[src/rtl/wb_port_arbiter.sv]
// wb_port_arbiter: shares the single register-file write port between the
// stage-4 writeback and a multi-cycle execution unit (valid/ready).
// The pipeline has priority; a wait counter forces one secondary grant (and a
// one-cycle stage-4 stall) after STARVE_LIMIT waiting cycles.
// Optional build macro: WB_ZERO_GUARD_EN -- suppress rf_we for writes to r0.
// Reset rst is asynchronous and active-low.

module wb_port_arbiter #(
    parameter int unsigned DATA_W       = 16,
    parameter int unsigned ADDR_W       = 5,
    parameter int unsigned STARVE_LIMIT = 3,
    parameter int unsigned CNT_W        = 4
) (
    input  logic              clk,
    input  logic              rst,
    input  logic              p_we,
    input  logic              p_store_pc,
    input  logic [ADDR_W-1:0] p_wa,
    input  logic [DATA_W-1:0] p_wd,
    input  logic [DATA_W-1:0] p_link,
    input  logic              s_valid,
    input  logic [ADDR_W-1:0] s_wa,
    input  logic [DATA_W-1:0] s_wd,
    output logic              s_ready,
    output logic              stall_wb,
    output logic              rf_we,
    output logic [ADDR_W-1:0] rf_wa,
    output logic [DATA_W-1:0] rf_wd
);

    localparam logic [CNT_W-1:0] LIMIT = CNT_W'(STARVE_LIMIT);

    logic [CNT_W-1:0]  wait_cnt;
    logic [CNT_W-1:0]  wait_cnt_nxt;
    logic              force_grant;
    logic              grant_p;
    logic              grant_s;
    logic              grant_any;
    logic              wr_en;
    logic [ADDR_W-1:0] wa_sel;
    logic [DATA_W-1:0] wd_sel;

    // Grant decision, write-port mux and wait-counter next value.
    always_comb begin
        force_grant  = s_valid && (wait_cnt == LIMIT);
        grant_s      = s_valid && (force_grant || !p_we);
        grant_p      = p_we && !force_grant;
        grant_any    = grant_p || grant_s;
        wa_sel       = grant_s ? s_wa : p_wa;
        wd_sel       = grant_s ? s_wd : (p_store_pc ? p_link : p_wd);
        wait_cnt_nxt = wait_cnt;
        if (!s_valid || grant_s) begin
            wait_cnt_nxt = '0;
        end else if (wait_cnt != LIMIT) begin
            wait_cnt_nxt = wait_cnt + CNT_W'(1);
        end
`ifdef WB_ZERO_GUARD_EN
        wr_en = grant_any && (wa_sel != '0);
`else
        wr_en = grant_any;
`endif
    end

    // Handshake and stall outputs are held low while reset is asserted.
    always_comb begin
        s_ready  = rst && grant_s;
        stall_wb = rst && force_grant && p_we;
    end

    // Registered write port and wait counter.
    always_ff @(posedge clk or negedge rst) begin
        if (!rst) begin
            wait_cnt <= '0;
            rf_we    <= 1'b0;
            rf_wa    <= '0;
            rf_wd    <= '0;
        end else begin
            wait_cnt <= wait_cnt_nxt;
            rf_we    <= wr_en;
            if (grant_any) begin
                rf_wa <= wa_sel;
                rf_wd <= wd_sel;
            end
        end
    end

endmodule

[config.mk]
export PLATFORM = sky130hd
export DESIGN_NAME = wb_port_arbiter
export DESIGN_NICKNAME = d
export VERILOG_FILES = /design/src/rtl/wb_port_arbiter.sv
export SDC_FILE = /design/constraint.sdc
export NUM_CORES = 1
export LEC_CHECK = 0
export ABC_AREA = 1
export BUFFER_PORTS_ARGS = -buffer_cell sky130_fd_sc_hd__buf_2
export CORE_UTILIZATION = 44
export CTS_BUF_LIST = sky130_fd_sc_hd__clkbuf_8
export DETAILED_ROUTE_END_ITERATION = 7
export PLACE_DENSITY_LB_ADDON = 0.25
export SYNTH_ARGS = -nofsm -noshare
export SYNTH_HDL_FRONTEND = slang
export SYNTH_SLANG_ARGS = --single-unit
[constraint.sdc]
create_clock -name clk -period 2.1 [get_ports clk]
set_clock_uncertainty 0.15 [all_clocks]
set_input_delay 0.315 -clock clk [delete_from_list [all_inputs] [get_ports clk]]
set_output_delay 0.315 -clock clk [all_outputs]
set_load 0.01 [all_outputs]
# Word level (Yosys, flattened, before mapping)
# Index checks and enable logic that the tools add are counted.
# word_totals
mem_bits_ro	0
inputBits	63
ramBits	0
word_cells	25
ff_bits	26
latch_bits	0
n_memories	0
# op_classes
n_eq_ne	2
magnitude_cmp	0
addsub	1
n_mux	5
multipliers	0
div_mod_pow	0
reduce_logical	13
n_shift	0
bitwise_logic	0
# ops
op	count
$mux W16	2
$mux W4	2
$logic_and A1 B1 Y1	6
$mux W5	1
$add A4 B1 Y4 const B	1
$eq A4 B2 Y1 const B	1
$ne A4 B2 Y1 const B	1
$logic_not A1 Y1	3
$logic_or A1 B1 Y1	3
$reduce_bool A2 Y1	1

# Logic depth before layout (Yosys ltp)
# depth
depth_word	6
ltp_mapped	9
depth_no_buf	9

# Least setup slack after synthesis
# Ideal clock, no wire load.
# synth_timing
path_type	reg-to-output
start	register wait_cnt[0]
end	output port s_ready
path_buffers	1
arrival_ns	1.258
slack_ns	0.377
stages_incl_launch_ff	9
t_required_ns	1.635
cell_sequence	dfrtp_1 > ha_1 > inv_1 > nor2_1 > nand2_2 > nand2_4 > nand2_4 > buf_6 > nor2_1
# synth_via
elab_chain_len	5
# synth_rtl
element	line	rtl
from (decl)	33	logic [CNT_W-1:0] wait_cnt;
from (signal assigned)	78	wait_cnt <= wait_cnt_nxt;
$eq A4 B2 Y1	45	force_grant = s_valid && (wait_cnt == LIMIT);
$logic_and A1 B1 Y1	45	
$logic_or A1 B1 Y1	46	grant_s = s_valid && (force_grant || !p_we);
$logic_and A1 B1 Y1	46	
$logic_and A1 B1 Y1	66	s_ready = rst && grant_s;
to (decl)	24	output logic s_ready,
# No other way between the ends.

# Worst setup path in the final report
# layout_timing
start	register wait_cnt[1]
end	output port s_ready
# The elaborated chain is that of the path after synthesis.

==> run_results.csv <==
group,metric,value,unit
yosys,yosys_warnings,0,
floorplan,fp.dieH,59.3,um
layout,synthToLayoutAreaGrowth,39.3,%
layout,layout-drive-gt1-share,37.9,%
floorplan,dieWidth,59.3,um
detailed_routing,vias_per_cell,4.93,
yosys,synth.top_cell.area_share,45.0,%
power,vdd_drop_max,273,uV
worst_setup_path,rr_worst_depth,9,
timing,slew_headroom,69.8,%
hold_path,hold_class,"in2reg",
yosys,ys_seq_area_share,45.0,%
layout,nets,348,
clock_tree,cts_root_buf,"clkbuf_8",
worst_setup_path,end_kind,"output port",
hold_path,min_path_cells,3,
floorplan,rows,20,
yosys,synth_cell_types,21,
timing,min_period,1.97,ns
yosys,yosys-top-cells-count,"45 x nand3_1, 41 x nand2_1, 26 x dfrtp_1, 21 x inv_1, 16 x o21ai_0",
timing,setup_viol,0,
layout,final_area,0.00201,sq mm
yosys,syn_area_per_cell,7.45,sq um
clock_tree,cts_tree,"done",
timing,post-route-period-util,93.9,%
global_route,grt_util_all_layers,24.2,%
yosys,async_flop_share,100,%
worst_setup_path,cp.arrival,1.51,ns
clock_tree,numCtsBuffers,3,
yosys,synth_top_cell_by_area,"dfrtp_1",
clock_tree,cts.sinks,26,
placement,placed_area,0.00192,sq mm
worst_setup_path,crit_required,1.63,ns
timing,fmax,507,MHz
placement,io_buffers,86,
detailed_routing,first_iter_violations,75,
flow_run,maxCapViolCount,0,
yosys,synth-main-ff-cell,"dfrtp_1",
worst_setup_path,critPathKind,"reg2out",
yosys,yosysMostFrequentCell,"nand3_1",
placement,globalplace.congestion,0.794,
status,run_status,"completed",
placement,place_hpwl,2900,um
detailed_routing,first_pass_iters,4,
timing,worst_pin_slew,0.453,ns
timing,drv_slew,0,
worst_setup_path,crit_path_max_fanout,16,
clock_tree,clock_path_buffers,2,
clock_tree,worstSkewPairLatency,0.26,ns
yosys,syn_area,0.00145,sq mm
yosys,synth-edff-count,0,
yosys,netlist_instances,194,
yosys,synth_nets,258,
global_route,antenna_found_initial,0,
power,p_leak,0.00111,uW
global_route,grt.overflow.total,0,
clock_tree,clkTransAtPathRegs,0.08,ns
yosys,ys_ff_latch,26,
detailed_routing,drc_errors,0,
detailed_routing,ant_nets,0,
detailed_routing,vias,1608,
detailed_routing,wl_per_cell,12.1,um
timing,hold_violations,0,
worst_setup_path,cp-start-kind,"flip-flop",
global_route,first_global_vias,1526,
clock_tree,htreeDepth,1,
timing,tns,0,ns
global_route,grt_start_max_net_pins,33,
layout,diodes,0,
global_route,grt_pass1_wl,6480,um
floorplan,io_pins,87,
yosys,synth_area_leaders,"dfrtp_1 45%, nand3_1 16%, nand2_1 11%",
floorplan,initial_utilization,47.0,%
floorplan,dieArea,0.00352,sq mm
detailed_routing,wl,3950,um
floorplan,core_area,0.00308,sq mm
power,power.density,558,mW/mm^2
-- worst max-delay path, cell delays in order (launching register included) --
cell	delay (ns)
dfrtp_1	0.37
ha_2	0.20
inv_1	0.05
nor2_2	0.08
nand2_2	0.10
nand2_4	0.11
nand2_8	0.09
nor2_2	0.10
buf_2	0.13
-- layer usage --
metal	GRT usage [%]	routed length [um]	vias up
met3	2.62	214	6
met1	31.6	1720	725
met4	6.80	31	0
li1	-	-	813
met5	0	0	-
met2	42.2	1990	64
-- cell usage in the layout (no fill, tap or decap), drive strengths merged --
| cell type | Yosys | final |
|---|---|---|
| a21oi | 15 | 15 |
| buf | 3 | 96 |
| clkbuf | 9 | 3 |
| dfrtp | 26 | 26 |
| dlygate4sd3 | 0 | 1 |
| ha | 1 | 1 |
| inv | 22 | 22 |
| nand2 | 44 | 44 |
| nand3 | 45 | 45 |
| nand3b | 1 | 1 |
| nor2 | 5 | 5 |
| nor3 | 3 | 3 |
| nor3b | 1 | 1 |
| o211ai | 1 | 1 |
| o21ai | 16 | 16 |
| xnor2 | 1 | 1 |
| xor2 | 1 | 1 |
-- final timing paths --
kind	from	slack, ns	to
worst max-delay path	wait_cnt[1]	0.13	s_ready
min in group asynchronous	rst	0.27	rf_wd[8]
worst min register to register	rf_wd[7]	0.35	rf_wd[7]
worst min-delay path	s_wa[0]	0.14	rf_wa[0]
worst max register to register	wait_cnt[1]	0.41	rf_wa[2]
max in group asynchronous	rst	1.03	rf_wd[7]
-- sequential cells by signal, summed over array words and instances (netlist names) --
| signal | count |
|---|---|
| rf_we | 1 |
| rf_wa | 5 |
| rf_wd | 16 |
| wait_cnt | 4 |
-- report_power, final --
part	switching (uW)	internal, uW	leakage [uW]	total [uW]
Clock	143	128	0.0000216	271
Combinational	155	127	0.000772	282
Sequential	24.6	546	0.000321	571
Total	322	801	0.00111	1120
-- kinds of logic (layout without fill, tap and decap cells) --
logic type / after synthesis / after routing / synth area share, %
adder cells (fa/ha/maj): 1 / 1 / 0.866
XOR/XNOR: 2 / 2 / 1.21
flip-flops: 26 / 26 / 45.0
AND/OR/NAND/NOR: 99 / 99 / 31.8
buffers and inverters: 34 / 122 / 9.87
AO/OA/AOI/OAI: 32 / 32 / 11.3
-- timing repair --
item                                    CTS  global route
pin swaps                                 1             1
endpoints found under the setup margin    1             1
hold endpoints to repair                  5             0
setup buffers                             1             3
gates resized for setup                   0             4
gates cloned                              0             0
hold buffers                              1             0
-- metrics by stage --
step / setup slack, ns / hold slack, ns / total power (uW) / utilization [%] / cells
after detailed placement: 0.320 / 0.0103 / 855 / 62.2 / 318
after floorplan: 0.377 / -0.131 / 713 / - / 194
after global routing: -0.0252 / 0.157 / 1190 / 65.4 / 326
final: 0.128 / 0.138 / 1120 / 65.4 / 326
after global placement: 0.392 / 0.0176 / 849 / 62.2 / 318
after CTS: 0.0319 / 0.139 / 1130 / 64.1 / 323
-- area by class of cell --
class	instances	area [sq um]
Inverter	22	82.6
Sequential cell	26	651
Fill cell	309	1060
Multi-Input combinational cell	134	668
Clock buffer	3	41.3
Tap cell	44	55.1
Timing Repair Buffer	97	515
Note: power is estimated with default switching activity, not from simulation.
